--- config.mk ---
export PLATFORM = sky130hd
export DESIGN_NAME = uart_tx
export DESIGN_NICKNAME = d
export VERILOG_FILES = /design/src/rtl/uart_tx.sv
export SDC_FILE = /design/constraint.sdc
export NUM_CORES = 1
export LEC_CHECK = 0
export CAP_MARGIN = 10
export CORE_MARGIN = 3
export CORE_UTILIZATION = 45
export CTS_CLUSTER_SIZE = 8
export DETAILED_ROUTE_END_ITERATION = 10
export PLACE_DENSITY = 0.66
export SYNTH_ARGS = -nofsm -noshare
export SYNTH_HDL_FRONTEND = slang
export SYNTH_SLANG_ARGS = --single-unit
--- constraint.sdc ---
create_clock -name clk -period 2.81 [get_ports clk]
set_input_delay 0.562 -clock clk [delete_from_list [all_inputs] [get_ports clk]]
set_output_delay 0.562 -clock clk [all_outputs]
set_load 0.1 [all_outputs]
--- src/rtl/uart_tx.sv ---
// uart_tx: UART transmitter, the send-side peer of uart_rx in the hangman link.
//
// Serialises one byte per accepted request as:
//   start(0), D0..D7 (LSB first), optional parity bit, stop(1).
// Every bit is held for exactly Clkperbaud clk cycles.
//
// Ports
//   clk        in   1  system clock
//   rst        in   1  synchronous reset, active-high
//   tx_ctrl    in   1  send request
//   tx_byte    in   8  byte to send, captured when the request is accepted
//   tx_serial  out  1  serial line, idles high (registered)
//   tx_busy    out  1  frame in flight (registered)
//   tx_done    out  1  one-cycle pulse on the last cycle of STOP (registered)
//   tx_state   out  3  current FSM state, for observation only
//
// Request handshake: tx_ctrl is sampled only while the FSM sits in IDLE; a
// high sample there accepts the request and latches tx_byte in that same
// cycle. tx_busy rises on the following cycle and falls when the frame ends.
// Requests arriving outside IDLE are dropped, never queued; holding tx_ctrl
// high therefore starts a new frame each time the FSM passes through IDLE.
module uart_tx #(
  parameter int Clkperbaud = 1250,
  parameter bit ParityEn   = 1'b1,
  parameter bit ParityOdd  = 1'b0
) (
  input  logic       clk,
  input  logic       rst,
  input  logic       tx_ctrl,
  input  logic [7:0] tx_byte,
  output logic       tx_serial,
  output logic       tx_busy,
  output logic       tx_done,
  output logic [2:0] tx_state
);

  localparam int CW = $clog2(Clkperbaud);
  localparam logic [CW-1:0] CNT_MAX = CW'(Clkperbaud - 1);

  typedef enum logic [2:0] {
    S_IDLE    = 3'd0,
    S_START   = 3'd1,
    S_DATAOUT = 3'd2,
    S_PARITY  = 3'd3,
    S_STOP    = 3'd4,
    S_CLEAN   = 3'd5
  } state_t;

  state_t          state_q, state_d;
  logic [CW-1:0]   cnt_q, cnt_d;
  logic [2:0]      idx_q, idx_d;
  logic [7:0]      sh_q, sh_d;
  logic            par_q, par_d;
  logic            serial_d, busy_d, done_d;
  logic            bit_end;

  assign bit_end  = (cnt_q == CNT_MAX);
  assign tx_state = state_q;

  always_ff @(posedge clk) begin
    if (rst) begin
      state_q   <= S_IDLE;
      cnt_q     <= '0;
      idx_q     <= '0;
      sh_q      <= '0;
      par_q     <= 1'b0;
      tx_serial <= 1'b1;
      tx_busy   <= 1'b0;
      tx_done   <= 1'b0;
    end else begin
      state_q   <= state_d;
      cnt_q     <= cnt_d;
      idx_q     <= idx_d;
      sh_q      <= sh_d;
      par_q     <= par_d;
      tx_serial <= serial_d;
      tx_busy   <= busy_d;
      tx_done   <= done_d;
    end
  end

  always_comb begin
    state_d = state_q;
    cnt_d   = cnt_q;
    idx_d   = idx_q;
    sh_d    = sh_q;
    par_d   = par_q;

    case (state_q)
      S_IDLE: begin
        cnt_d = '0;
        idx_d = '0;
        if (tx_ctrl) begin
          sh_d    = tx_byte;
          par_d   = (^tx_byte) ^ ParityOdd;
          state_d = S_START;
        end
      end
      S_START: begin
        if (bit_end) begin
          cnt_d   = '0;
          idx_d   = '0;
          state_d = S_DATAOUT;
        end else begin
          cnt_d = cnt_q + CW'(1);
        end
      end
      S_DATAOUT: begin
        if (bit_end) begin
          cnt_d = '0;
          sh_d  = {1'b0, sh_q[7:1]};
          idx_d = idx_q + 3'd1;
          if (idx_q == 3'd7) begin
            state_d = ParityEn ? S_PARITY : S_STOP;
          end
        end else begin
          cnt_d = cnt_q + CW'(1);
        end
      end
      S_PARITY: begin
        if (bit_end) begin
          cnt_d   = '0;
          state_d = S_STOP;
        end else begin
          cnt_d = cnt_q + CW'(1);
        end
      end
      S_STOP: begin
        if (bit_end) begin
          cnt_d   = '0;
          state_d = S_CLEAN;
        end else begin
          cnt_d = cnt_q + CW'(1);
        end
      end
      S_CLEAN: begin
        cnt_d   = '0;
        idx_d   = '0;
        state_d = S_IDLE;
      end
      default: begin
        cnt_d   = '0;
        idx_d   = '0;
        state_d = S_IDLE;
      end
    endcase

    // Outputs are decoded from the next state and flopped, so the line
    // changes exactly on the edge that enters each bit and never glitches.
    case (state_d)
      S_START:   serial_d = 1'b0;
      S_DATAOUT: serial_d = sh_d[0];
      S_PARITY:  serial_d = par_d;
      default:   serial_d = 1'b1;
    endcase
    busy_d = (state_d == S_START) || (state_d == S_DATAOUT) ||
             (state_d == S_PARITY) || (state_d == S_STOP);
    done_d = (state_d == S_STOP) && (cnt_d == CNT_MAX);
  end

endmodule

==> results of run 1 <==
-- logic make-up (layout without fill, tap and decap cells) --
| family | Yosys count | after routing |
|---|---|---|
| fa+ha+maj | 4 | 4 |
| compound gates | 34 | 34 |
| simple gates | 77 | 77 |
| mux | 3 | 3 |
| flops | 29 | 29 |
| xor+xnor | 15 | 15 |
| buf+inv | 13 | 29 |
-- worst paths after layout --
kind / from / to / slack, ns / cells after the start
setup / recovery: cnt_q[0] / sh_q[1] / 0.67 / 6
hold / removal: cnt_q[0] / cnt_q[0] / 0.49 / 1
setup reg to reg: cnt_q[0] / sh_q[1] / 0.67 / 6
hold reg to reg: cnt_q[0] / cnt_q[0] / 0.49 / 1
-- state kept, by name, indices dropped and copies added (netlist names) --
register	cells
idx_q	3
cnt_q	11
par_q	1
tx_busy	1
sh_q	8
tx_state	3
tx_serial	1
tx_done	1
-- power groups by stage --
stage               registers (mW)  logic (mW)  clock network [mW]
floorplan                    0.478      0.0702                   0
global placement             0.448       0.140                   0
detailed placement           0.448       0.142                   0
CTS                          0.438       0.143               0.242
global route                 0.441       0.153               0.270
finish                       0.438       0.142               0.235
-- layer usage --
layer	vias to the layer above	global-route usage	routed length (um)
met2	44	0.2963	1576
met3	9	0.05893	223
met1	634	0.2444	1584
met5	-	0	0
met4	0	0.07124	58
li1	686	-	-
-- synthesized netlist by cell type, drive strengths merged (2+ instances only) --
library cell | number | area (um^2)
xnor2 | 12 | 105.1
nand2 | 5 | 18.77
ha | 4 | 50.05
inv | 3 | 11.26
a32o | 2 | 20.02
nor3 | 5 | 25.02
nand2b | 2 | 12.51
a221oi | 2 | 17.52
nand4 | 2 | 12.51
nor2b | 5 | 31.28
mux2i | 2 | 20.02
o31ai | 3 | 22.52
clkbuf | 6 | 23.77
and3 | 6 | 38.79
a222oi | 6 | 60.06
and2 | 2 | 12.51
nand3 | 5 | 30.03
nor3b | 2 | 15.01
a21oi | 4 | 20.02
a22oi | 3 | 22.52
xor2 | 3 | 26.28
dfxtp | 29 | 580.6
buf | 4 | 23.76
o21ai | 3 | 15.01
nor4 | 3 | 33.78
nand4b | 2 | 17.52
a211o | 2 | 17.52
and4b | 2 | 20.02
nor2 | 30 | 112.6
-- area by class of cell --
| class | instances | area (um^2) | share of cell area |
|---|---|---|---|
| Sequential cell | 29 | 580.6 | 0.3275 |
| Timing Repair Buffer | 18 | 160.2 | 0.09033 |
| Multi-Input combinational cell | 133 | 917.1 | 0.5173 |
| Clock buffer | 8 | 48.80 | 0.02752 |
| Tap cell | 44 | 55.05 | 0.03105 |
| Inverter | 3 | 11.26 | 0.006351 |
-- worst max-delay path: cells and delay by family (launching register included) --
family                     cells  cell delay, ns
adders and majority gates      1            0.21
DFF                            1            0.42
and+or+nand+nor                3            0.75
AOI/OAI and AO/OA              2            0.65
-- cells in the final DEF, fill, tap and decap left out, types with 4 or more instances in the layout --
master / instances
nand2_1: 5
a222oi_1: 6
and3_1: 5
nor2_1: 30
xnor2_1: 12
clkdlybuf4s50_1: 10
buf_4: 8
dfxtp_1: 29
a21oi_1: 4
nor2b_1: 5
ha_1: 4
nor3_1: 5
clkbuf_4: 5
nand3_1: 4
-- stage by stage --
stage	area, um^2	utilization	cells
finish	1773	0.5579	235
global route	1773	0.5579	235
CTS	1773	0.5579	235
detailed placement	1724	0.5425	227
global placement	1724	0.5425	227
floorplan	1556	-	175
==> flow_summary.yaml, run 1 <==
run_status:
  status: "finished clean"
yosys:
  synth-compound-area-share: 0.1736
  synth.yosys.seq_area_share: 0.3730
  yosys.area_share.simple: 0.2789
  yosysUniqueCellTypes: 52
  synth_top_family_by_area: "simple AND/OR/NAND/NOR gates"
  synthMuxAreaShare: 0.02010
  ys_seq_elements: 29
  yosysWarnings: 0
  synth_xor_area_frac: 0.08441
  synth_area_um2: 1556
  ys.flop_type: "dfxtp_1"
  async_reset_ff_frac: 0
  syn_avg_cell_area_um2: 8.894
  syn-num-nets: 190
  postSynthCellCount: 175
  synthAdderAreaFrac: 0.03215
  synth_edf_count: 0
sta:
  tns_ns: 0
  fmax_mhz: 466.5
  whs_ns: 0.4938
  finalSetupViolCount: 0
  fin_crit_sh: 0.7629
  min_period_ns: 2.144
  rsz0062_at_grt: "no"
  max-slew-margin-rel: 0.5782
  fin_ws_ns: 0.6663
  clock_skew_ns: 0.008434
  slew_violations: 0
  worstMarginPinSlew_ns: 0.6240
  finalHoldViolCount: 0
finish:
  fillers: 322
  drive_gt1_frac: 0.09948
  final_nets: 205
  area_growth_pct: 13.91
  num_antenna_cells: 0
global_routing:
  antenna_found_initial: 0
  grt_max_degree: 16
  grt_pass1_vias: 1329
  grt_use_total: 0.1900
  overflow: 0
  grt_first_pass_wirelength_um: 6230
clock_network:
  clock_sinks: 29
  htreeDepth: 2
  cts_root_buf: "clkbuf_4"
  hold_buffers: 0
  cts_max_path_buffers: 2
  cts_buffers: 5
  cts_setup_buffers: 0
  cts.repair.resized: 0
  cts.clk_slew.worst_paths_ns: 0.08
  cts_tree: "yes"
  clk_latency_ns: 0.33
critical_path:
  startpoint_type: "flip-flop"
  path_class: "flip-flop to flip-flop"
  slowest_delay_ns: 0.42
  cp.required_ns: 3.01
  cp_max_fo: 7
  arrival_ns: 2.35
  critPathSlowestCell: "dfxtp_1"
  critPathCaptureType: "flip-flop"
  crit_chain: "ha_1 -> nand4b_1 -> nor4_4 -> o21ai_1 -> a222oi_1 -> nor2_1"
pwr:
  switching_share: 0.2869
  p_int_uw: 581.5
  power.density_nw_per_um2: 459.9
  clockPowerShare: 0.289
  pwr-share-seq: 0.538
  combPwrFrac: 0.174
  leakage_nw: 0.6388
  switchingPower_uw: 233.9
  max-vdd-ir-drop_uv: 266.0
  p_total_uw: 815.4
route:
  vias_per_cell: 5.843
  ant_nets: 0
  drt-pass1-iter-count: 4
  drt_iter0_markers: 96
  wl_per_cell_um: 14.65
  drcViolationCount: 0
  vias: 1373
  wl_um: 3442
placed_design:
  port_buffers: 16
  routabilityCongestion: 0.9133
  place_hpwl_um: 2612
  place_ws_ns: 0.4199
job:
  drv_cap: 0
die:
  initial_utilization: 0.4898
  rows: 20
  die_area_um2: 4200
  fp.dieH_um: 64.81
  io_pins: 17
  die_w_um: 64.81
  core_area_um2: 3178
min_path:
  hold_path.class: "flip-flop to flip-flop"
Power figures use the tool's default switching activity.
==> inputs of run 2 (changes only) <==
- clock period: 2.81 -> 2.1 ns (I/O delays scaled with it)
==> flow_summary.yaml, run 2 (synthesis results as in run 1) <==
global_routing:
  grt_pass1_vias: 1394
  overflow: 0
  antenna_found_initial: 0
  grt_max_degree: 16
  grt_use_total: 0.1862
  grt_first_pass_wirelength_um: 6085
critical_path:
  rrSetupSlack_ns: 0.1
  crit_chain: "inv_1 -> ha_1 -> nand4b_1 -> nor4_4 -> buf_4 -> buf_4 -> a211o_1 -> a2111oi_1 -> nor3_1"
  cp_max_fo: 4
  regToRegEndpoint: "tx_serial"
  critPathSlowestCell: "dfxtp_2"
  path_class: "flip-flop to flip-flop"
  critPathTopFamily: "compound AO/OA/AOI/OAI gates"
  cp.required_ns: 2.31
  critPathCapture: "tx_serial"
  arrival_ns: 2.21
  crit_start: "cnt_q[1]"
  r2r_cells: 9
  cp_common_cell: "buf_4"
  startpoint_type: "flip-flop"
  critPathBufInv: 3
  cp.depth: 9
  critPathCaptureType: "flip-flop"
  rr_startpoint: "cnt_q[1]"
  slowest_delay_ns: 0.36
finish:
  area_growth_pct: 21.38
  largest_register_ffs: 11
  final_cell_mix: "30 x nor2_1, 22 x dfxtp_1, 18 x buf_4, 12 x xnor2_1, 10 x clkdlybuf4s50_1"
  top_register: "cnt_q"
  post-route-util: 0.5945
  num_antenna_cells: 0
  final_nets: 215
  reg_top3: "cnt_q (11), sh_q (8)"
  layout_commonest_cell: "nor2_1"
  drive_gt1_frac: 0.2040
  layout.cells.non_filler: 245
pwr:
  power.density_nw_per_um2: 618.9
  p_total_mw: 1.169
  max-vdd-ir-drop_uv: 396.5
  leakage_nw: 0.7074
sta:
  clock_skew_ns: 0.004400
  tns_ns: 0
  slew_violations: 0
  worstMarginPinSlew_ns: 0.6563
  fmax_mhz: 499.8
  max-slew-margin-rel: 0.5615
  finalSetupViolCount: 0
  finalHoldViolCount: 0
  min_period_ns: 2.001
  fin_crit_sh: 0.9527
clock_network:
  cts_tree: "yes"
  cts.clk_slew.worst_paths_ns: 0.09
  cts_max_path_buffers: 2
  clock_sinks: 29
  cts_root_buf: "clkbuf_4"
  clk_latency_ns: 0.33
  htreeDepth: 2
  hold_buffers: 0
  cts_buffers: 5
route:
  drt-pass1-iter-count: 4
  dr_wl_met3_um: 207
  drt_iter0_markers: 99
  wl_um: 3596
  top_layer: "met4"
  vias: 1420
  ant_nets: 0
  vias_per_cell: 5.796
  wl_per_cell_um: 14.68
  drcViolationCount: 0
  wl_met1_um: 1686
  met2RoutedLength_um: 1657
placed_design:
  routabilityCongestion: 0.8914
  dpl.cell_count: 234
  port_buffers: 16
  place_hpwl_um: 2621
die:
  io_pins: 17
  initial_utilization: 0.4898
  core_area_um2: 3178
  rows: 20
  die_area_um2: 4200
  fp.dieH_um: 64.81
  die_w_um: 64.81
job:
  drv_cap: 0
run_status:
  status: "finished clean"
min_path:
  hold_path.class: "flip-flop to flip-flop"
## run 2: cell count changes in the layout (fill, tap and decap cells not counted), moves of 2 or more
cell and delta:
dfxtp_2 +7, dfxtp_1 -7, buf_4 +10, clkbuf_1 -3, clkbuf_8 +2
## run 2: area by class of cell
type / instances / area (um^2)
tap: 44 / 55.05
clock buffer: 7 / 65.06
clock inverter: 1 / 5.005
timing repair buffer: 28 / 235.2
fill: 307 / 1289
multi-input combinational: 133 / 928.4
sequential: 29 / 589.3
inverter: 3 / 11.26
## run 2: metal layers
layer  global-route usage  vias to the layer above
li1                     -                      700
met1               0.2377                      673
met2               0.2950                       42
met3              0.04333                        5
met4              0.08707                        0
met5                    0                        -
## run 2: repair_timing
item,in CTS,in global routing
setup buffers,0,3
resized for setup,0,8
endpoints found under the setup margin,0,10
## run 2: worst min-delay path by stage
stage                   from  endpoint  cells after the start
floorplan           cnt_q[0]  cnt_q[0]                      1
global placement     sh_q[7]   sh_q[6]                      2
detailed placement  cnt_q[0]  cnt_q[0]                      1
CTS                 cnt_q[0]  cnt_q[0]                      1
global route        cnt_q[0]  cnt_q[0]                      1
finish              cnt_q[0]  cnt_q[0]                      1
## run 2: worst reg2reg max path, cell delays in order (launching register included)
cell	delay, ns
dfxtp_2	0.36
inv_1	0.05
ha_1	0.18
nand4b_1	0.20
nor4_4	0.08
buf_4	0.15
buf_4	0.13
a211o_1	0.34
a2111oi_1	0.30
nor3_1	0.11
## run 2: through the flow
stage / cell area, um^2 / hold slack (ns) / setup slack (ns)
5_1_grt: 1889 / 0.4932 / -0.01623
3_3_place_gp: 1780 / 0.4711 / 0.05560
4_1_cts: 1851 / 0.5117 / 0.06986
6_report: 1889 / 0.4786 / 0.09931
2_1_floorplan: 1560 / 0.4517 / 0.007029
3_5_place_dp: 1780 / 0.4885 / 0.01176
## run 2: power by group
group          internal [mW]  leakage [nW]  switching (mW)
registers              0.571         0.239          0.0180
clock network          0.194        0.0413           0.190
logic                 0.0791         0.427           0.118
==> inputs of run 3 (changes only) <==
- CAP_MARGIN: 10 -> 20
==> results of run 3 <==
No change in the layout: final DEF, timing and power equal those of run 2.
